### src/rtl/fetch_unit_pkg.sv
// Shared definitions for the instruction fetch stage and the controller:
// pc_src encodings, fetch FSM state encoding and the reset NOP.
package fetch_unit_pkg;

    localparam logic [1:0] PC_SRC_PLUS4  = 2'b00;
    localparam logic [1:0] PC_SRC_BRANCH = 2'b01;
    localparam logic [1:0] PC_SRC_JALR   = 2'b10;
    localparam logic [1:0] PC_SRC_RSVD   = 2'b11;

    // addi x0, x0, 0
    localparam logic [31:0] INSTR_NOP = 32'h00000013;

    typedef enum logic [2:0] {
        StIdle  = 3'd0,
        StReq   = 3'd1,
        StWait  = 3'd2,
        StValid = 3'd3,
        StErr   = 3'd4
    } fetch_state_e;

endpackage

### src/rtl/next_pc_gen.sv
// Next-PC computation for the fetch stage: pc+4, pc+imm and jalr target mux.
// With FETCH_MISALIGN_EN defined the raw target is passed through together with a
// misalignment flag; otherwise the low two bits of the target are silently cleared.
module next_pc_gen
    import fetch_unit_pkg::*;
#(
    parameter int unsigned XLEN = 32
) (
    input  logic [XLEN-1:0] pc,
    input  logic [1:0]      pc_src,
    input  logic [XLEN-1:0] imm_ext,
    input  logic [XLEN-1:0] alu_result,
    output logic [XLEN-1:0] pc_plus4,
    output logic [XLEN-1:0] next_pc
`ifdef FETCH_MISALIGN_EN
    ,
    output logic            misalign
`endif
);

    localparam logic [XLEN-1:0] FOUR      = {{(XLEN-3){1'b0}}, 3'b100};
    localparam logic [XLEN-1:0] JALR_MASK = {{(XLEN-1){1'b1}}, 1'b0};

    logic [XLEN-1:0] target;

    assign pc_plus4 = pc + FOUR;

    // Target select; reserved encoding behaves as sequential fetch
    always_comb begin
        target = pc_plus4;
        case (pc_src)
            PC_SRC_PLUS4:  target = pc_plus4;
            PC_SRC_BRANCH: target = pc + imm_ext;
            PC_SRC_JALR:   target = alu_result & JALR_MASK;
            PC_SRC_RSVD:   target = pc_plus4;
            default:       target = pc_plus4;
        endcase
    end

`ifdef FETCH_MISALIGN_EN
    assign next_pc  = target;
    assign misalign = |target[1:0];
`else
    localparam logic [XLEN-1:0] ALIGN_MASK = {{(XLEN-2){1'b1}}, 2'b00};
    assign next_pc = target & ALIGN_MASK;
`endif

endmodule

### src/rtl/fetch_unit.sv
// Instruction fetch stage: holds the PC, fetches over a req/gnt/rvalid handshake and
// presents the word to decode with valid/stall flow control. A response timeout parks
// the unit in a sticky error state until reset.
// Optional feature macro: FETCH_MISALIGN_EN (trap on misaligned next-PC target).
module fetch_unit
    import fetch_unit_pkg::*;
#(
    parameter int unsigned     XLEN     = 32,
    parameter logic [XLEN-1:0] RESET_PC = '0,
    parameter int unsigned     MAX_WAIT = 15
) (
    input  logic            i_clk,
    input  logic            i_rst,
    output logic            o_imem_req,
    output logic [XLEN-1:0] o_imem_addr,
    input  logic            i_imem_gnt,
    input  logic            i_imem_rvalid,
    input  logic [31:0]     i_imem_rdata,
    output logic [31:0]     o_instr,
    output logic            o_instr_valid,
    input  logic            i_stall,
    input  logic [1:0]      i_pc_src,
    input  logic [XLEN-1:0] i_imm_ext,
    input  logic [XLEN-1:0] i_alu_result,
    output logic [XLEN-1:0] o_pc,
    output logic [XLEN-1:0] o_pc_plus4,
    output logic            o_bus_err,
    output logic            o_misalign
);

    // Last WAIT cycle count value before declaring a timeout
    localparam logic [7:0] WAIT_LAST = 8'(MAX_WAIT - 1);

    fetch_state_e    state_q;
    logic [7:0]      wait_cnt_q;
    logic [XLEN-1:0] pc_q;
    logic [31:0]     instr_q;
    logic            instr_valid_q;
    logic            req_q;
    logic            bus_err_q;
    logic [XLEN-1:0] next_pc;
    logic            consume;

    assign consume = instr_valid_q & ~i_stall;

`ifdef FETCH_MISALIGN_EN
    logic next_misalign;
    logic misalign_q;
`endif

    next_pc_gen #(
        .XLEN (XLEN)
    ) u_next_pc_gen (
        .pc         (pc_q),
        .pc_src     (i_pc_src),
        .imm_ext    (i_imm_ext),
        .alu_result (i_alu_result),
        .pc_plus4   (o_pc_plus4),
        .next_pc    (next_pc)
`ifdef FETCH_MISALIGN_EN
        ,
        .misalign   (next_misalign)
`endif
    );

    // Fetch FSM with registered request, PC, instruction and status outputs
    always_ff @(posedge i_clk or posedge i_rst) begin
        if (i_rst) begin
            state_q       <= StIdle;
            wait_cnt_q    <= '0;
            pc_q          <= RESET_PC;
            instr_q       <= INSTR_NOP;
            instr_valid_q <= 1'b0;
            req_q         <= 1'b0;
            bus_err_q     <= 1'b0;
`ifdef FETCH_MISALIGN_EN
            misalign_q    <= 1'b0;
`endif
        end else begin
            case (state_q)
                StIdle: begin
                    state_q <= StReq;
                    req_q   <= 1'b1;
                end
                StReq: begin
                    if (i_imem_gnt) begin
                        req_q      <= 1'b0;
                        wait_cnt_q <= '0;
                        if (i_imem_rvalid) begin
                            instr_q       <= i_imem_rdata;
                            instr_valid_q <= 1'b1;
                            state_q       <= StValid;
                        end else begin
                            state_q <= StWait;
                        end
                    end
                end
                StWait: begin
                    if (i_imem_rvalid) begin
                        instr_q       <= i_imem_rdata;
                        instr_valid_q <= 1'b1;
                        wait_cnt_q    <= '0;
                        state_q       <= StValid;
                    end else if (wait_cnt_q == WAIT_LAST) begin
                        bus_err_q <= 1'b1;
                        state_q   <= StErr;
                    end else begin
                        wait_cnt_q <= wait_cnt_q + 8'd1;
                    end
                end
                StValid: begin
                    if (consume) begin
                        instr_valid_q <= 1'b0;
                        pc_q          <= next_pc;
`ifdef FETCH_MISALIGN_EN
                        if (next_misalign) begin
                            misalign_q <= 1'b1;
                            state_q    <= StErr;
                        end else begin
                            req_q   <= 1'b1;
                            state_q <= StReq;
                        end
`else
                        req_q   <= 1'b1;
                        state_q <= StReq;
`endif
                    end
                end
                StErr: begin
                    req_q         <= 1'b0;
                    instr_valid_q <= 1'b0;
                end
                default: begin
                    state_q <= StIdle;
                    req_q   <= 1'b0;
                end
            endcase
        end
    end

    assign o_imem_req    = req_q;
    assign o_imem_addr   = pc_q;
    assign o_pc          = pc_q;
    assign o_instr       = instr_q;
    assign o_instr_valid = instr_valid_q;
    assign o_bus_err     = bus_err_q;
`ifdef FETCH_MISALIGN_EN
    assign o_misalign    = misalign_q;
`else
    assign o_misalign    = 1'b0;
`endif

endmodule
### config.mk
export PLATFORM = sky130hd
export DESIGN_NAME = fetch_unit
export DESIGN_NICKNAME = d
export VERILOG_FILES = /design/src/rtl/fetch_unit_pkg.sv /design/src/rtl/next_pc_gen.sv /design/src/rtl/fetch_unit.sv
export SDC_FILE = /design/constraint.sdc
export NUM_CORES = 1
export LEC_CHECK = 0
export ABC_AREA = 1
export CAP_MARGIN = 20
export CORE_MARGIN = 5
export CORE_UTILIZATION = 40
export CTS_CLUSTER_DIAMETER = 40
export DETAILED_ROUTE_END_ITERATION = 12
export MAX_ROUTING_LAYER = met4
export PLACE_DENSITY = 0.71
export SLEW_MARGIN = 20
export SYNTH_ARGS = -nofsm -noshare
export SYNTH_HDL_FRONTEND = slang
export SYNTH_SLANG_ARGS = --single-unit
### constraint.sdc
create_clock -name i_clk -period 3 [get_ports i_clk]
set_input_delay 0.6 -clock i_clk [delete_from_list [all_inputs] [get_ports i_clk]]
set_output_delay 0.6 -clock i_clk [all_outputs]
set_load 0.05 [all_outputs]
# Yosys cells after proc, flatten, opt, wreduce, memory -nomap -nowiden
# Index checks and enable logic that the tools add are counted.
[classes] bitwise_logic=5 mux=21 add_sub_neg=3 eq_ne=12 n_reduce_logical=12
[op_table] operator="32-bit case mux with 3 select lines" count=1
[op_table] operator="32-bit 2-to-1 mux" count=2
[op_table] operator="32-bit case mux with 2 select lines" count=1
[op_table] operator="32-bit by 3-bit adder with 32-bit output, second input constant" count=1
[op_table] operator="32-bit adder" count=1
[op_table] operator="8-bit 2-to-1 mux" count=3
[op_table] operator="8-bit case mux with 2 select lines" count=1
[op_table] operator="3-bit case mux with 5 select lines" count=1
[op_table] operator="3-bit 2-to-1 mux" count=4
[op_table] operator="3-bit AND reduction" count=4
[op_table] operator="8-bit by 1-bit adder with 8-bit output, second input constant" count=1
[op_table] operator="8-bit by 4-bit == test with 1-bit output, second input constant" count=1
[op_table] operator="1-bit case mux with 4 select lines" count=2
[op_table] operator="3-bit by 2-bit == test with 1-bit output, second input constant" count=2
[op_table] operator="1-bit 2-to-1 mux" count=6
[op_table] operator="3-bit inequality test, second input constant" count=2
[op_table] operator="2-bit == test, second input constant" count=2
[op_table] operator="2-bit inequality test, second input constant" count=2
[op_table] operator="1-bit inverter" count=4
[op_table] operator="2-bit AND reduction" count=2
[op_table] operator="4-bit AND reduction" count=1
[op_table] operator="4-bit nonzero test" count=1
[op_table] operator="3-bit by 1-bit == test with 1-bit output, second input constant" count=1
[op_table] operator="3-bit == test, second input constant" count=1
[op_table] operator="6 further kinds" count=6
[totals] output_inout_bits=132 inputBits=103 regBits=76

# Longest topological paths before layout
# Gate-level depths: netlist (run 1).
[depth] depth_word=4 depth_mapped=15 ltp_nobuf=15

# By module
# Synthesis (run 1) repeated with hierarchy kept, for this count alone.
[hier_totals] hier_cells=1301 area_unflattened_um2=7651.1
[modules_own_cells] module="next_pc_gen" seq_area_each_um2=0.0 cells_per_inst=861 area_each_um2=4000.1 n_inst=1
[modules_own_cells] module="fetch_unit" seq_area_each_um2=1955.6 cells_per_inst=440 area_each_um2=3651.0 n_inst=1

# Worst setup path after synthesis (run 1)
# OpenSTA, ideal clock, no wires.
[synth_timing] path_type="register -> output" startpoint="register pc_q[2] (netlist: o_imem_addr[2])" endpoint="output o_pc_plus4[25]" path_stages_with_launch=7 arrival_time_ps=2351 path_slack_ps=49 required_time_ps=2400 n_path_buf=0 cell_sequence="dfrtp_1 -> inv_1 -> nor2_4 -> nand2_4 -> inv_2 -> nand2_1 -> xor2_1"
[synth_between] elab_chain_len=1
[synth_rtl] item="from (decl)" line="fetch_unit.sv:36" source="logic [XLEN-1:0] pc_q;"
[synth_rtl] item="from (signal assigned)" line="fetch_unit.sv:114" source="pc_q <= next_pc;"
[synth_rtl] item="32-bit by 3-bit adder with 32-bit output" line="next_pc_gen.sv:26" source="assign pc_plus4 = pc + FOUR;"
[synth_rtl] item="to (decl)" line="fetch_unit.sv:26" source="output logic [XLEN-1:0] o_pc_plus4,"
# No other way between the ends.

# Final worst setup path (run 1)
[layout_timing] startpoint="register pc_q[4] (netlist: o_imem_addr[4])" endpoint="output o_pc_plus4[5]"
# The elaborated chain is that of the path after synthesis.

==> results.ini, run 1 <==
[timing]
tns_ps = 0
period_share = 0.948
setup_viol = 0
whs_ps = 462
worst_pin_slew_ps = 567
slew_headroom = 0.621
rsz0062_at_grt = false
worst_clock_skew_ps = 8.88
finalMaxSlewViolations = 0
min_period_ps = 2840
fin_ws_ps = 156
final-hold-violation-count = 0
fmax_mhz = 352

[clocking]
clkLatencyLatePin_ps = 330
cts_resized = 0
cts.clk_slew.worst_paths_ps = 60
tritoncts = done
cts_sinks = 76
clock-root-buffer = clkbuf_16
ctsLongestPathBuffers = 2
cts_setup_buffers = 0
cts_hold_buffers = 0
cts-buffers-inserted = 9
htree_levels = 3

[finish]
area_growth_pct = 35.8
layout.area.seq_um2 = 1910
fin_nets = 1442
diodes = 0
final_area_um2 = 9790
fill_cells = 1780
multiInputGateArea_um2 = 4330
layout-drive-gt1-share = 0.0833

[worst_setup_path]
cp-end-kind = output pin
cp_max_fo = 9
cpMaxStageDelayCell = clkdlybuf4s50_1
r2r-end = o_imem_addr[30]
cp.buffers_inverters = 1
cpLargestDelayFamily = buffers and inverters
rrSetupSlack_ps = 580
crit_type = flop to output pin
worstPathRequired_ps = 2400
start_kind = flop
worstPathCellList = nand3_1, xnor2_1, clkdlybuf4s50_1
worstPathArrival_ps = 2240
critPathMaxStageDelay_ps = 850
r2r-start = o_imem_addr[2]
r2r_cells = 13

[hold_path]
min-delay-start = o_bus_err
hold_depth = 2
min-delay-path-class = flop to flop
whs_endpoint = o_bus_err

[synthesis]
ys_warn_count = 0
seq_area_frac_synth = 0.264
syn_inst = 1113
synth_top_flop_cell = dfrtp_1
synthXorXnorAreaFrac = 0.0312
synth_enable_flop_cells = 0
synthSimpleGateAreaFrac = 0.353
synth.cell_area_um2 = 7210
synth.distinct_cells = 49
synthAdderAreaFrac = 0.0618
async_flop_share = 1.00
synth_top_family_by_area = simple AND/OR/NAND/NOR gates
synth_mux_area_frac = 0.0604
synth_seq_cells = 76
synth_compound_area_frac = 0.0908
avgSynthCellArea_um2 = 6.48

[detailed_routing]
drt_first_pass_iters = 5
post_drt_via_cell_ratio = 4.94
drcViolationCount = 0
wl_per_cell_um = 16.3
vias = 7603
drtAntennaViolNets = 0
drt_wl_total_um = 25100
initialDrtViolationCount = 549

[floorplanning]
io_pins = 235
dieWidth_um = 144
rows = 49
start_util = 0.404
dieArea_um2 = 20800
fp.dieH_um = 144
core_area_um2 = 17800

[pwr]
p_per_area_nw_per_um2 = 1240
p_leak_nw = 4.87
vdd_drop_max_mv = 0.909

[global_routing]
grt_pass1_wl_um = 38700
track_usage = 0.243
overflow = 0
antenna_found_initial = 0
grt_pass1_vias = 7247
grt_max_degree = 43

[run]
max_cap_viol_count = 0

[placed_design]
dp_hpwl_um = 19900
place_area_um2 = 9490
post-place-ws_ps = 28.2
portBuffers = 223
place.gp.congestion = 0.934

[outcome]
status = finished, final reports clean

[cells in the final DEF (no fill, tap or decap), drive strengths merged, types with 2 or more instances in the layout]
cell type	instances
nand2	377
nor3	9
o211ai	2
a21oi	69
a31oi	2
conb	7
inv	160
a21o	4
xnor2	7
clkbuf	12
xor2	17
nand3	78
o21bai	3
o21ai	32
nand3b	7
clkdlybuf4s50	197
mux2	32
dfrtp	73
and2	12
nand4	6
or2	3
nor4	2
a22o	3
dfstp	3
ha	34
nor2	112
buf	35
clkinv	3
[flip-flops by register name, summed over array words and instances (netlist names)]
register / count
o_instr: 32
o_imem_addr: 30
wait_cnt_q: 8
state_q: 3
o_bus_err: 1
o_imem_req: 1
o_instr_valid: 1
[where the power goes]
part	internal (mW)	switching, mW
Clock	0.668	0.439
Combinational	3.04	5.84
Sequential	1.49	0.700
[synthesized netlist by cell type, types with 2 or more instances]
cell type | number | area [um2]
nand2_2 | 5 | 31.3
mux2_4 | 20 | 300
a21o_1 | 4 | 30.0
dfstp_2 | 3 | 78.8
buf_6 | 3 | 33.8
buf_2 | 5 | 25.0
nor2_4 | 4 | 45.0
xor2_1 | 15 | 131
and2_1 | 12 | 75.1
nand3b_1 | 7 | 52.6
nor2_2 | 8 | 50.1
xor2_2 | 2 | 32.5
or2_1 | 2 | 12.5
nand3_2 | 2 | 20.0
dfrtp_1 | 73 | 1830
o21ai_1 | 16 | 80.1
nand3_1 | 76 | 380
nor4_1 | 2 | 12.5
o21bai_1 | 3 | 22.5
nor3_1 | 9 | 45.0
a21oi_1 | 68 | 340
mux2_1 | 10 | 113
ha_1 | 34 | 425
nand2_1 | 371 | 1390
o21ai_0 | 16 | 80.1
buf_4 | 37 | 278
inv_1 | 150 | 563
buf_1 | 3 | 11.3
inv_2 | 9 | 33.8
mux2_2 | 2 | 22.5
xnor2_1 | 7 | 61.3
nor2_1 | 100 | 375
o211ai_1 | 2 | 15.0
nand4_1 | 6 | 37.5
a22o_1 | 3 | 26.3
a31oi_1 | 2 | 12.5
clkbuf_1 | 10 | 37.5
[cell families (layout without fill, tap and decap cells)]
group / Yosys count / after routing
other cells: 1 / 7
mux: 32 / 32
simple gates: 606 / 606
xor+xnor: 24 / 24
compound gates: 120 / 120
fa+ha+maj: 35 / 35
buf+inv: 219 / 409
flops: 76 / 76
[worst reg2reg max path: cells and delay by family, from the launching register on]
family / cells / cell delay, ps
DFF: 1 / 460
and+or+nand+nor: 9 / 1000
adders and majority gates: 2 / 680
buffers and inverters: 2 / 180
[routing by layer]
metal,global-route usage,share of wire
met2,0.375,0.44
met1,0.343,0.47
met3,0.0390,0.075
met4,0.0432,0.014
met5,-,0
[layout make-up]
cell class	count	share of cell area
Sequential cell	76	0.195
Clock inverter	4	0.00524
Inverter	161	0.0620
Clock buffer	12	0.0252
Tap cell	229	0.0293
Multi-Input combinational cell	824	0.443
Timing Repair Buffer	232	0.241
[worst max-delay path by stage]
stage	cells after the start	end	start	slack, ps
after floorplan	6	o_pc_plus4[25]	o_imem_addr[2]	50
after global routing	8	o_pc_plus4[20]	o_imem_addr[7]	40
after global placement	14	o_imem_addr[30]	i_imm_ext[2]	70
after CTS	3	o_pc_plus4[5]	o_imem_addr[4]	150
after detailed placement	14	o_imem_addr[30]	i_imm_ext[2]	30
final	3	o_pc_plus4[5]	o_imem_addr[4]	160
[per-stage QoR]
stage | utilization | std cells | power (mW)
2_1_floorplan | - | 1119 | 8.34
3_3_place_gp | 0.532 | 1522 | 11.0
3_5_place_dp | 0.532 | 1522 | 11.1
4_1_cts | 0.549 | 1538 | 12.2
5_1_grt | 0.549 | 1538 | 12.9
6_report | 0.549 | 1538 | 12.2
Power figures use the tool's default switching activity.
==> run 2, diff against run 1 <==
--- a/config.mk
+++ b/config.mk
@@ -9,10 +9,11 @@
 export CAP_MARGIN = 20
 export CORE_MARGIN = 5
 export CORE_UTILIZATION = 40
+export CTS_BUF_LIST = sky130_fd_sc_hd__clkbuf_8 sky130_fd_sc_hd__clkbuf_16
 export CTS_CLUSTER_DIAMETER = 40
 export DETAILED_ROUTE_END_ITERATION = 12
 export MAX_ROUTING_LAYER = met4
-export PLACE_DENSITY = 0.71
+export PLACE_DENSITY = 0.69
 export SLEW_MARGIN = 20
 export SYNTH_ARGS = -nofsm -noshare
 export SYNTH_HDL_FRONTEND = slang
==> results.ini, run 2 (synthesis gave the netlist of run 1 again) <==
[placed_design]
dp_hpwl_um = 20000
place.gp.congestion = 0.945
portBuffers = 223

[clocking]
clkLatencyLatePin_ps = 340
ctsLongestPathBuffers = 2
clock-root-buffer = clkbuf_16
cts_resized = 0
tritoncts = done
cts_sinks = 76
cts.clk_slew.worst_paths_ps = 60
htree_levels = 3
cts_setup_buffers = 0
cts_hold_buffers = 0
cts-buffers-inserted = 9

[worst_setup_path]
cp.buffers_inverters = 3
cpMaxStageDelayCell = dfrtp_1
crit_type = flop to output pin
r2r-start = o_imem_addr[2]
worstPathRequired_ps = 2400
path_depth = 7
cp_max_fo = 7
r2r_cells = 13
r2r-end = o_imem_addr[30]
critPathMaxStageDelay_ps = 470
crit_end = o_pc_plus4[14]
rrSetupSlack_ps = 530
worstPathCellList = ha_1, inv_2, nor2_4, inv_2, nor2_2, xor2_1, buf_12
start_kind = flop
startpoint = o_imem_addr[2]
cp-end-kind = output pin
cpLargestDelayFamily = flip-flops
critical_path.most_common_cell = inv_2
worstPathArrival_ps = 2280

[timing]
finalMaxSlewViolations = 0
slew_headroom = 0.634
period_share = 0.960
final-hold-violation-count = 0
worst_clock_skew_ps = 6.53
tns_ps = 0
rsz0062_at_grt = false
fmax_mhz = 347
worst_pin_slew_ps = 547
min_period_ps = 2880
setup_viol = 0

[global_routing]
overflow = 0
grt_max_degree = 77
antenna_found_initial = 0
track_usage = 0.243
grt_pass1_vias = 7145
grt_pass1_wl_um = 38500

[floorplanning]
dieArea_um2 = 20800
dieWidth_um = 144
core_area_um2 = 17800
start_util = 0.404
fp.dieH_um = 144
io_pins = 235
rows = 49

[hold_path]
min-delay-path-class = flop to flop
min-delay-start = o_bus_err

[detailed_routing]
drt_wl_total_um = 25100
drtAntennaViolNets = 0
wl_per_cell_um = 16.3
post_drt_via_cell_ratio = 4.94
vias = 7631
drt_first_pass_iters = 5
initialDrtViolationCount = 557
drcViolationCount = 0

[pwr]
p_leak_nw = 4.90
vdd_drop_max_mv = 0.914
p_per_area_nw_per_um2 = 1240
total_power_mw = 12.2

[run]
max_cap_viol_count = 0

[finish]
fill_cells = 1741
layout-drive-gt1-share = 0.0890
layout_commonest_cell = nand2_1
fin_nets = 1448
area_growth_pct = 36.2
layout.area.seq_um2 = 1910
largest_register_ffs = 32
multiInputGateArea_um2 = 4330
diodes = 0
final_cell_mix = 371 x nand2_1, 197 x clkdlybuf4s50_1, 149 x inv_1

[outcome]
status = finished, final reports clean

## run 2: final cells by class
cell class                      count  share of cell area
Tap cell                          229              0.0292
Multi-Input combinational cell    824               0.441
Clock buffer                        9              0.0229
Clock inverter                      7             0.00841
Timing Repair Buffer              238               0.242
Sequential cell                    76               0.194
Inverter                          161              0.0618
## run 2: stage by stage
stage	std cells	hold WS (ps)	utilization	cell area [um2]	setup WS [ps]
6_report	1544	476	0.550	9820	121
5_1_grt	1544	505	0.550	9820	13.3
4_1_cts	1544	486	0.550	9820	128
3_5_place_dp	1528	471	0.533	9510	36.1
3_3_place_gp	1528	448	0.533	9510	83.2
2_1_floorplan	1119	452	-	7230	48.8
## run 2: worst min-delay path by stage
stage / to / slack, ps / cells past startpoint
2_1_floorplan: wait_cnt_q[7] / 450 / 2
3_3_place_gp: o_bus_err / 450 / 2
3_5_place_dp: o_bus_err / 470 / 2
4_1_cts: o_bus_err / 490 / 2
5_1_grt: o_bus_err / 510 / 2
6_report: o_bus_err / 480 / 2
## run 2: layer usage
metal	vias up	GRT usage	share of wire
li1	3865	-	-
met4	0	0.0506	0.016
met5	-	-	0
met2	314	0.373	0.45
met3	29	0.0341	0.079
met1	3423	0.343	0.46
## run 2: tightest hold or removal path: stages, from the launching register on
cell and delay [ps]:
dfrtp_1 350, inv_1 50, nand2_1 50
## run 2: where the power goes
group,total [mW],leakage [nW],internal [mW],switching (mW)
Sequential,2.18,0.917,1.49,0.689
Clock,1.14,0.145,0.660,0.482
Combinational,8.84,3.84,3.01,5.83
Total,12.2,4.90,5.16,7.00
==> run 3, diff against run 2 <==
--- a/config.mk
+++ b/config.mk
@@ -6,12 +6,13 @@
 export NUM_CORES = 1
 export LEC_CHECK = 0
 export ABC_AREA = 1
-export CAP_MARGIN = 20
+export CAP_MARGIN = 40
 export CORE_MARGIN = 5
 export CORE_UTILIZATION = 40
 export CTS_BUF_LIST = sky130_fd_sc_hd__clkbuf_8 sky130_fd_sc_hd__clkbuf_16
 export CTS_CLUSTER_DIAMETER = 40
 export DETAILED_ROUTE_END_ITERATION = 12
+export HOLD_SLACK_MARGIN = 0.02
 export MAX_ROUTING_LAYER = met4
 export PLACE_DENSITY = 0.69
 export SLEW_MARGIN = 20
==> results of run 3 <==
Same layout as run 2: the final DEF is identical, and so are final timing and power.
